--- src/rtl/reset_sequencer.sv ---
// reset_sequencer
// Debounces a board push-button and sequences CHANNELS reset domains out of
// reset one at a time, in index order, STAGE_DELAY cycles apart.
//
// Ports:
//   Clk          system clock, all logic on the rising edge
//   Reset        synchronous active-high global reset (restarts the sequence)
//   Button       raw asynchronous push-button, active-high
//   Kick         watchdog service strobe (only used with the watchdog build)
//   DomainReset  per-domain reset, active-high; bit i is high while i >= Stage
//   Stage        number of domains released so far (saturates at CHANNELS)
//   Done         high once every domain is released
//   WdFired      one-cycle pulse when the watchdog restarts the sequence
//
// Build option:
//   RESET_SEQ_WATCHDOG_EN  when defined, a watchdog running in DONE restarts
//                          the sequence if Kick is not seen for WD_TIMEOUT
//                          cycles. When undefined, Kick is ignored and
//                          WdFired stays 0.

module reset_sequencer #(
    parameter int unsigned CHANNELS        = 4,
    parameter int unsigned COUNT_WIDTH     = 19,
    parameter int unsigned STAGE_DELAY     = 524287,
    parameter int unsigned DEBOUNCE_CYCLES = 16,
    parameter int unsigned WD_TIMEOUT      = 1048576
) (
    input  logic                                Clk,
    input  logic                                Reset,
    input  logic                                Button,
    input  logic                                Kick,
    output logic [CHANNELS-1:0]                 DomainReset,
    output logic [$clog2(CHANNELS+1)-1:0]       Stage,
    output logic                                Done,
    output logic                                WdFired
);

    localparam int unsigned STAGE_W = $clog2(CHANNELS + 1);
    localparam int unsigned DEB_W   = (DEBOUNCE_CYCLES > 1) ? $clog2(DEBOUNCE_CYCLES) : 1;

    localparam logic [COUNT_WIDTH-1:0] STAGE_LAST     = COUNT_WIDTH'(STAGE_DELAY - 1);
    localparam logic [STAGE_W-1:0]     STAGE_FULL     = STAGE_W'(CHANNELS);
    localparam logic [STAGE_W-1:0]     STAGE_LAST_IDX = STAGE_W'(CHANNELS - 1);
    localparam logic [DEB_W-1:0]       DEB_LAST       = DEB_W'(DEBOUNCE_CYCLES - 1);

    typedef enum logic [1:0] {
        ST_HOLD  = 2'd0,
        ST_COUNT = 2'd1,
        ST_DONE  = 2'd2
    } state_e;

    // Button synchroniser and debouncer
    logic [1:0]       sync_q;
    logic             deb_q, deb_d;
    logic [DEB_W-1:0] db_cnt_q, db_cnt_d;
    logic             rise_q, rise_d;
    logic             fall_q, fall_d;

    // Sequencer
    state_e                 state_q, state_d;
    logic [COUNT_WIDTH-1:0] cnt_q, cnt_d;
    logic [STAGE_W-1:0]     stage_q, stage_d;
    logic [CHANNELS-1:0]    dr_q, dr_d;
    logic                   done_q, done_d;
    logic                   wdf_q, wdf_d;
    logic                   wd_expire_c;

    // Debounced level flips after DEBOUNCE_CYCLES consecutive differing samples;
    // any matching sample restarts the count. Edges are registered as pulses.
    always_comb begin
        db_cnt_d = '0;
        deb_d    = deb_q;
        rise_d   = 1'b0;
        fall_d   = 1'b0;
        if (sync_q[1] != deb_q) begin
            if (db_cnt_q == DEB_LAST) begin
                deb_d  = sync_q[1];
                rise_d = sync_q[1];
                fall_d = ~sync_q[1];
            end else begin
                db_cnt_d = db_cnt_q + DEB_W'(1);
            end
        end
    end

`ifdef RESET_SEQ_WATCHDOG_EN
    localparam int unsigned WD_W = (WD_TIMEOUT > 1) ? $clog2(WD_TIMEOUT) : 1;
    localparam logic [WD_W-1:0] WD_LAST = WD_W'(WD_TIMEOUT - 1);

    logic [WD_W-1:0] wd_q, wd_d;

    assign wd_expire_c = (state_q == ST_DONE) && (wd_q == WD_LAST) && !Kick;

    // Watchdog only counts while staying in DONE; anything else clears it.
    always_comb begin
        wd_d = '0;
        if ((state_q == ST_DONE) && (state_d == ST_DONE) && !Kick) begin
            wd_d = wd_q + WD_W'(1);
        end
    end

    always_ff @(posedge Clk) begin
        if (Reset) begin
            wd_q <= '0;
        end else begin
            wd_q <= wd_d;
        end
    end
`else
    logic unused_wd;
    assign unused_wd   = ^{Kick, 32'(WD_TIMEOUT)};
    assign wd_expire_c = 1'b0;
`endif

    // Next-state and outputs: rising edge > watchdog expiry > stage advance.
    always_comb begin
        state_d = state_q;
        cnt_d   = cnt_q;
        stage_d = stage_q;
        wdf_d   = 1'b0;
        dr_d    = '1;
        done_d  = 1'b0;

        if (rise_q) begin
            state_d = ST_HOLD;
            cnt_d   = '0;
            stage_d = '0;
        end else if (wd_expire_c) begin
            state_d = ST_COUNT;
            cnt_d   = '0;
            stage_d = '0;
            wdf_d   = 1'b1;
        end else begin
            case (state_q)
                ST_HOLD: begin
                    cnt_d   = '0;
                    stage_d = '0;
                    if (fall_q) begin
                        state_d = ST_COUNT;
                    end
                end
                ST_COUNT: begin
                    if (cnt_q == STAGE_LAST) begin
                        cnt_d = '0;
                        if (stage_q != STAGE_FULL) begin
                            stage_d = stage_q + STAGE_W'(1);
                        end
                        if (stage_q == STAGE_LAST_IDX) begin
                            state_d = ST_DONE;
                        end
                    end else begin
                        cnt_d = cnt_q + COUNT_WIDTH'(1);
                    end
                end
                ST_DONE: begin
                    // counter frozen, nothing to do until restart
                end
                default: begin
                    state_d = ST_COUNT;
                    cnt_d   = '0;
                    stage_d = '0;
                end
            endcase
        end

        // Domain i stays in reset until i domains below it have been released.
        for (int i = 0; i < int'(CHANNELS); i++) begin
            dr_d[i] = (STAGE_W'(i) >= stage_d);
        end
        done_d = (state_d == ST_DONE);
    end

    always_ff @(posedge Clk) begin
        if (Reset) begin
            sync_q   <= '0;
            deb_q    <= 1'b0;
            db_cnt_q <= '0;
            rise_q   <= 1'b0;
            fall_q   <= 1'b0;
            state_q  <= ST_COUNT;
            cnt_q    <= '0;
            stage_q  <= '0;
            dr_q     <= '1;
            done_q   <= 1'b0;
            wdf_q    <= 1'b0;
        end else begin
            sync_q   <= {sync_q[0], Button};
            deb_q    <= deb_d;
            db_cnt_q <= db_cnt_d;
            rise_q   <= rise_d;
            fall_q   <= fall_d;
            state_q  <= state_d;
            cnt_q    <= cnt_d;
            stage_q  <= stage_d;
            dr_q     <= dr_d;
            done_q   <= done_d;
            wdf_q    <= wdf_d;
        end
    end

    assign DomainReset = dr_q;
    assign Stage       = stage_q;
    assign Done        = done_q;
    assign WdFired     = wdf_q;

endmodule

--- config.mk ---
export PLATFORM = sky130hd
export DESIGN_NAME = reset_sequencer
export DESIGN_NICKNAME = d
export VERILOG_FILES = /design/src/rtl/reset_sequencer.sv
export SDC_FILE = /design/constraint.sdc
export NUM_CORES = 1
export LEC_CHECK = 0
export CAP_MARGIN = 20
export CORE_MARGIN = 2
export CORE_UTILIZATION = 60
export DETAILED_ROUTE_END_ITERATION = 8
export DONT_BUFFER_PORTS = 1
export GPL_TIMING_DRIVEN = 0
export HOLD_SLACK_MARGIN = 0.1
export PLACE_DENSITY = 0.76
export SETUP_SLACK_MARGIN = 0.15
export SYNTH_ARGS = -nofsm -noshare
export SYNTH_HDL_FRONTEND = slang
export SYNTH_SLANG_ARGS = --single-unit
--- constraint.sdc ---
create_clock -name Clk -period 2.19 [get_ports Clk]
set_input_delay 0.3285 -clock Clk [delete_from_list [all_inputs] [get_ports Clk]]
set_output_delay 0.3285 -clock Clk [all_outputs]
set_load 0.05 [all_outputs]
Word level (Yosys, flattened, before mapping)
Cells that the tools add are included.

Register bits after elaboration: 38. Latch bits: 0. RAM bits: 0. Word-level logic and storage cells: 44. Memory bits (read-only): 0. Memories kept: 0. Output and inout bits: 9.

$mul: 0. Eq/ne operators: 8. Divide/modulo/power cells: 0. Reductions and logical operators: 5. $lt $le $gt $ge: 4. Bitwise logic cells: 3. Shifts and indexed selects: 0. $add $sub $neg: 3. Multiplexer cells: 11.

Operators with widths (count): $pmux 19 s2 (1); $add 19x1->19 const B (1); $eq 19x19->1 const B (1); $mux 19 (1); $mux 3 (3); $mux 2 (4); $ge 1x3->1 const A (2); $ge 2x3->1 const A (2); $pmux 2 s3 (1); $pmux 3 s2 (1); $reduce_or 3->1 (2); $add 4x1->4 const B (1); $eq 2x2->1 const B (2); $eq 4x4->1 const B (1); $add 3x1->3 const B (1); $eq 3x2->1 const B (1); $ne 3x3->1 const B (1); $not 1->1 (3); $eq 2x1->1 const B (1); $logic_not 2->1 (1); $reduce_and 2->1 (1); $reduce_or 2->1 (1); $ne 1x1->1 (1).

Longest topological paths before layout
Gate-level depths: netlist (run 1).

Depth after elaboration: 6. Gate-level depth with buffers: 8. Gate-level depth less buffers: 7.

Least setup slack after synthesis (run 1)
OpenSTA, ideal clock, no wires.

Path type: reg-to-reg. From: register cnt_q[1]. To: register cnt_q[17]. Slack: 0.448 ns. Arrival time: 1.627 ns. Period minus slack after synthesis: 1.742 ns. Required time: 2.075 ns. Cell stages (with the launch flop): 8. Cells stage by stage: dfxtp_1 -> ha_1 -> nand4_2 -> nor3_4 -> a21oi_2 -> o21ai_4 -> buf_12 -> nor2_2.

Longest elaborated chain between the ends: 3. Elaborated cells between the ends (all ways): 4. Classes of those cells: add/sub: 1; eq/ne: 1; mux: 2.

Ends and longest elaborated chain: start, declared (line 61) `logic [COUNT_WIDTH-1:0] cnt_q, cnt_d;`; start signal, assigned (line 193) `cnt_q <= cnt_d;`; $add 19x1->19 or $eq 19x19->1 (tied branches) (line 152, 143); $mux 19 (*) (line 143) `if (cnt_q == STAGE_LAST) begin`; $pmux 19 s2 (*) (line 134) `case (state_q)`.

Mark *: on every way between the ends. The rest lies on a longest branch, timed or not. A chain may end at the register's enable or synchronous reset.

Final worst setup path (run 1)
From: register stage_q[0], in the netlist Stage[0]. To: register dr_q[0], in the netlist DomainReset[0].

Longest elaborated chain between the ends: 6. Elaborated cells between the ends (all ways): 7. Classes of those cells: add/sub: 1; order compare: 1; eq/ne: 1; mux: 4.

Ends and longest elaborated chain: start, declared (line 62) `logic [STAGE_W-1:0] stage_q, stage_d;`; start signal, assigned (line 194) `stage_q <= stage_d;`; $add 3x1->3 or $ne 3x3->1 (tied branches) (line 146, 145); $mux 3 (line 145) `if (stage_q != STAGE_FULL) begin`; $mux 3 (line 143); $pmux 3 s2 (*) (line 134); $mux 3 (*) (line 124) `if (rise_q) begin`; $ge 1x3->1 (*) (line 168) `dr_d[i] = (STAGE_W'(i) >= stage_d);`; end signal, assigned (line 195) `dr_q <= dr_d;`; end, declared (line 63) `logic [CHANNELS-1:0] dr_q, dr_d;`.

Marks and branches as above.

==> impl_metrics.py, run 1 <==
metrics = {
    "floorplanning": {
        "die_area_sq_um": 3480,
        "core_sq_um": 2810,
        "pin_count": 13,
        "start_util": 0.647,
        "row_count": 19,
        "die_height_microns": 59.0,
        "die_w_microns": 59.0,
    },
    "layout": {
        "diodes": 0,
        "fin_nets": 218,
        "fin_util": 0.690,
        "area_delta_synth_final_pct": 6.62,
        "final_area_sq_um": 1930,
        "drive_above_1_share": 0.185,
    },
    "synthesis": {
        "synth_cells": 195,
        "synth_ff_type": "dfxtp_1",
        "synth-edff-count": 0,
        "synth_top_area_frac": 0.419,
        "ys_top_cells_by_area": "dfxtp_1, ha_1, xor2_1",
        "avgSynthCellArea_sq_um": 9.30,
        "synthesis.nets": 209,
        "synth.largest_area_cell": "dfxtp_1",
        "async_reset_ff_frac": 0,
        "ys_warn_count": 0,
        "ys_ff_latch": 38,
        "ys_seq_area_frac": 0.419,
        "syn_area_sq_um": 1810,
        "synthDistinctLibCells": 43,
    },
    "power_and_ir_drop": {
        "vdd_drop_max_v": 0.000488,
        "power_density_nw_per_um2": 617,
        "leakage_nw": 0.754,
    },
    "sta": {
        "rsz0062_at_grt": "false",
        "setup_ws_ps": 317,
        "fin_crit_ps": 1870,
        "setup_viol": 0,
        "finClkSkew_ps": 10.7,
        "fin_tns_setup_ps": 0,
        "fmax_mhz": 534,
        "hold_viol": 0,
        "fin_crit_sh": 0.855,
        "slew_viol_final": 0,
        "slew_headroom": 0.593,
        "worstMarginPinSlew_ps": 609,
    },
    "cts": {
        "clkTransAtPathRegs_ps": 110,
        "hold_buffers": 0,
        "root_buffer": "clkbuf_4",
        "htreeDepth": 2,
        "clk_path_buf_depth": 2,
        "cts_tree": "done",
        "clkLatencyLatePin_ps": 350,
        "numCtsBuffers": 5,
        "clock-sinks": 38,
    },
    "placement": {
        "io_buffers": 0,
        "dp_hpwl_microns": 2290,
        "placed_area_sq_um": 1850,
        "dp_slack_ps": 209,
        "gp_congestion": 0.789,
    },
    "worst_setup_path": {
        "path_class": "reg2reg",
        "critPathCaptureType": "flop",
        "max_stage_delay_ps": 730,
        "cp_max_fo": 5,
        "path_cells": "ha_1 -> ha_1 -> a21oi_1 -> nand3_1 -> a21oi_2 -> nor3_1",
        "cp_slowest_cell": "dfxtp_1",
        "crit_top_cell": "ha_1",
        "cp-start-kind": "flop",
        "worstPathRequired_ps": 2420,
        "crit_arrival_ps": 2100,
    },
    "global_route": {
        "first_global_vias": 1301,
        "grt_max_degree": 12,
        "grtUsageTotal": 0.218,
        "grt_overflow": 0,
        "grt_antenna_before_repair": 0,
        "grt_pass1_wl_microns": 5800,
    },
    "routing": {
        "avgViaCountPerCell": 5.74,
        "dr.pass1.iters": 4,
        "drc": 0,
        "drt_iter0_markers": 99,
        "vias": 1355,
        "drt-total-wl_microns": 3200,
        "ant_nets": 0,
        "wl_per_cell_microns": 13.5,
    },
    "job": {
        "cap_viol_max_count": 0,
    },
    "status": {
        "status": "complete, no violations",
    },
    "min_path": {
        "hold_path.class": "in2reg",
    },
}
==> synthesized netlist by cell type (all sizes together) (3+ instances only) <==
cell type and count:
o21ai 7, and2 3, xnor2 6, inv 11, nand4 9, a21oi 12
ha 10, dfxtp 38, nor2 29, nand2 11, nor3 6, xor2 11
nor2b 5, buf 4, nand2b 3, nand3 8
==> per-stage QoR <==
stage	total power, mW	hold WS [ps]	std cells
2_1_floorplan	0.812	414	195
6_report	1.19	117	236
3_5_place_dp	0.831	440	226
5_1_grt	1.24	125	236
4_1_cts	1.20	112	234
3_3_place_gp	0.827	428	226
==> cells in the final DEF, fill, tap and decap left out, types with 2 or more instances in the layout <==
cell type	instances
dfxtp_1	37
nor2_1	19
inv_1	11
xor2_1	11
nand2_1	11
nor2_2	10
a21oi_1	10
ha_1	10
nand4_1	7
nand3_1	7
xnor2_1	6
o21ai_0	6
nor2b_1	5
clkbuf_4	5
nor3_1	4
nand2b_1	3
and2_1	3
buf_4	3
and4_4	2
nand4_2	2
a21oi_2	2
clkbuf_1	2
and3_1	2
a31o_2	2
a31oi_1	2
==> layout make-up <==
| class | count | area (sq um) |
|---|---|---|
| multi-input combinational | 141 | 970 |
| fill | 217 | 871 |
| sequential | 38 | 762 |
| clock buffer | 7 | 55.1 |
| buffer | 5 | 47.5 |
| inverter | 11 | 41.3 |
| tap | 31 | 38.8 |
| timing repair buffer | 2 | 15.0 |
| clock inverter | 1 | 5.00 |
==> worst max-delay path, delay by kind of cell (launching register included) <==
family / cells / cell delay [ps]
DFF: 1 / 730
AOI/OAI and AO/OA: 2 / 370
and+or+nand+nor: 2 / 190
adders and majority gates: 2 / 470
==> per-layer routing <==
metal / wire length (microns) / GRT usage / vias up
li1: - / - / 692
met1: 1470 / 0.270 / 618
met2: 1520 / 0.359 / 38
met3: 161 / 0.0611 / 7
met4: 49 / 0.0877 / 0
met5: 0 / 0 / -
==> where the power goes <==
group | total [mW] | switching [mW] | internal, mW
Clock | 0.376 | 0.220 | 0.156
Combinational | 0.0999 | 0.0612 | 0.0386
Sequential | 0.718 | 0.0156 | 0.703
==> path summary, 6_finish.rpt <==
| check | startpoint | to | slack [ps] | cells past startpoint |
|---|---|---|---|---|
| worst max-delay path | Stage[0] | DomainReset[0] | 320 | 6 |
| worst min-delay path | Button | sync_q[0] | 120 | 1 |
| worst max register to register | Stage[0] | DomainReset[0] | 320 | 6 |
| worst min register to register | db_cnt_q[0] | db_cnt_q[0] | 450 | 1 |
==> registers in the layout, summed over array words and instances, names as in the netlist <==
signal,cells
DomainReset,4
fall_q,1
rise_q,1
Done,1
state_q,2
sync_q,2
db_cnt_q,4
Stage,3
deb_q,1
cnt_q,19
==> logic make-up (layout without fill, tap and decap cells) <==
group	count (synthesis)	after routing	synth area share
buf+inv	16	26	0.0490
fa+ha+maj	10	10	0.0690
flops	38	38	0.419
simple gates	84	84	0.266
compound gates	28	28	0.107
mux	1	1	0.00552
xor+xnor	17	17	0.0821
other cells	1	1	0.00207
==> repair_timing <==
action	4_1_cts	5_1_grt
gates resized for setup	0	2
setup buffers	0	2
endpoints found under the setup margin	0	18
Note: power is estimated with default switching activity, not from simulation.
==> inputs of run 2 (changes only) <==
--- a/config.mk
+++ b/config.mk
@@ -7,13 +7,13 @@
 export LEC_CHECK = 0
 export CAP_MARGIN = 20
 export CORE_MARGIN = 2
-export CORE_UTILIZATION = 60
+export CORE_UTILIZATION = 45
 export DETAILED_ROUTE_END_ITERATION = 8
 export DONT_BUFFER_PORTS = 1
 export GPL_TIMING_DRIVEN = 0
 export HOLD_SLACK_MARGIN = 0.1
-export PLACE_DENSITY = 0.76
 export SETUP_SLACK_MARGIN = 0.15
+export SKIP_CTS_REPAIR_TIMING = 1
 export SYNTH_ARGS = -nofsm -noshare
 export SYNTH_HDL_FRONTEND = slang
 export SYNTH_SLANG_ARGS = --single-unit
==> run 2 against run 1 <==
  * Maximum frequency about the same
  * Utilization down 18 points
  * Worst setup slack improved by 1.6 ps
  * Critical endpoint unchanged
  * Largest cell class unchanged
  * Largest power group unchanged
==> impl_metrics.py, run 2 (synthesis gave the netlist of run 1 again) <==
metrics = {
    "status": {
        "status": "complete, no violations",
    },
    "power_and_ir_drop": {
        "power_density_nw_per_um2": 654,
        "leakage_nw": 0.766,
        "vdd_drop_max_v": 0.000343,
    },
    "cts": {
        "cts_tree": "done",
        "clkLatencyLatePin_ps": 280,
        "clkTransAtPathRegs_ps": 70,
        "numCtsBuffers": 5,
        "clk_path_buf_depth": 2,
        "htreeDepth": 2,
        "root_buffer": "clkbuf_8",
        "clock-sinks": 38,
    },
    "routing": {
        "dr.pass1.iters": 4,
        "ant_nets": 0,
        "avgViaCountPerCell": 5.24,
        "dr_wl_met2_microns": 1410,
        "drt-total-wl_microns": 3070,
        "wl_met1_microns": 1460,
        "drc": 0,
        "highest_layer": "met4",
        "met3RoutedLength_microns": 134,
        "wl_per_cell_microns": 12.1,
        "drt_iter0_markers": 55,
        "vias": 1336,
    },
    "min_path": {
        "hold_path.class": "in2reg",
    },
    "sta": {
        "fmax_mhz": 534,
        "fin_tns_setup_ps": 0,
        "rsz0062_at_grt": "false",
        "setup_viol": 0,
        "setup_ws_ps": 319,
        "fin_crit_sh": 0.854,
        "slew_headroom": 0.600,
        "hold_viol": 0,
        "fin_crit_ps": 1870,
        "worstMarginPinSlew_ps": 599,
        "finClkSkew_ps": 6.89,
        "slew_viol_final": 0,
        "hold_slack_ps": 184,
    },
    "global_route": {
        "grt_pass1_wl_microns": 5070,
        "grt_max_degree": 13,
        "grt_antenna_before_repair": 0,
        "first_global_vias": 1195,
        "grt_overflow": 0,
        "grtUsageTotal": 0.148,
    },
    "worst_setup_path": {
        "path_cells": "ha_1 -> ha_1 -> a21oi_1 -> nand3_1 -> a21oi_2 -> nor3_1",
        "crit_top_cell": "ha_1",
        "critPathTopFamily": "flip-flops",
        "rrSetupSlack_ps": 320,
        "crit_buf_inv": 0,
        "cp-start-kind": "flop",
        "max_stage_delay_ps": 710,
        "cp_max_fo": 5,
        "critPathCaptureType": "flop",
        "cp_slowest_cell": "dfxtp_1",
        "worstPathRequired_ps": 2360,
        "path_class": "reg2reg",
        "crit_arrival_ps": 2040,
    },
    "placement": {
        "dp_slack_ps": 203,
        "gp_congestion": 0.876,
        "io_buffers": 0,
        "dp_hpwl_microns": 2280,
        "dp_cells": 245,
    },
    "layout": {
        "fin_nets": 218,
        "fin_cells": 255,
        "final_common_cell": "dfxtp_1",
        "drive_above_1_share": 0.190,
        "area_delta_synth_final_pct": 9.86,
        "largest_reg_flops": 19,
        "fill_cells": 343,
        "diodes": 0,
        "multi_input_area_sq_um": 970,
        "seq_area_sq_um": 762,
        "final_cell_mix": "dfxtp_1, nor2_1, inv_1, xor2_1, nand2_1",
        "regMostFlops": "cnt_q",
        "fin_util": 0.506,
    },
    "floorplanning": {
        "die_area_sq_um": 4560,
        "start_util": 0.460,
        "die_height_microns": 67.5,
        "core_sq_um": 3940,
        "pin_count": 13,
        "row_count": 23,
        "die_w_microns": 67.5,
    },
    "job": {
        "cap_viol_max_count": 0,
    },
}
-- run 2: cell types whose count changed in the layout (fill, tap and decap cells not counted), sizes merged --
cell      change
clkbuf        -1
clkinvlp      +1
-- run 2: per-layer routing --
layer / vias to the layer above / global-route usage
met5: - / 0
met4: 0 / 0.0714
met3: 7 / 0.0533
met2: 22 / 0.233
met1: 621 / 0.178
li1: 686 / -
-- run 2: worst register-to-register path, cell delays in order, from the launching register on --
cell	delay (ps)
dfxtp_1	710
ha_1	270
ha_1	230
a21oi_1	120
nand3_1	110
a21oi_2	240
nor3_1	80
-- run 2: where the power goes --
group | leakage, nW | switching (mW) | internal (mW)
clock | 0.0472 | 0.237 | 0.253
combinational | 0.412 | 0.0592 | 0.0385
sequential | 0.307 | 0.0145 | 0.703
total | 0.766 | 0.311 | 0.994
-- run 2: layout make-up --
| class | instances | share of cell area |
|---|---|---|
| multi-input cells | 141 | 0.487 |
| flip-flops and latches | 38 | 0.382 |
| clock buffers | 6 | 0.0414 |
| well taps | 50 | 0.0314 |
| plain buffers | 5 | 0.0239 |
| inverters | 11 | 0.0207 |
| repair buffers | 2 | 0.00753 |
| clock inverters | 2 | 0.00628 |
-- run 2: through the flow --
stage | power [mW] | cell area [sq um]
floorplan | 0.812 | 1810
global placement | 0.829 | 1880
detailed placement | 0.830 | 1880
CTS | 1.32 | 1970
global route | 1.36 | 1990
finish | 1.30 | 1990
-- run 2: worst paths after layout --
kind | start | to | cells after the start
min | Button | sync_q[0] | 1
min reg2reg | db_cnt_q[0] | db_cnt_q[0] | 1
max | Stage[0] | DomainReset[0] | 6
max reg2reg | Stage[0] | DomainReset[0] | 6
==> inputs of run 3 (changes only) <==
--- a/config.mk
+++ b/config.mk
@@ -8,6 +8,7 @@
 export CAP_MARGIN = 20
 export CORE_MARGIN = 2
 export CORE_UTILIZATION = 45
+export CTS_CLUSTER_SIZE = 30
 export DETAILED_ROUTE_END_ITERATION = 8
 export DONT_BUFFER_PORTS = 1
 export GPL_TIMING_DRIVEN = 0
==> results of run 3 <==
The final DEF is identical to that of run 2; final timing and power are the same.
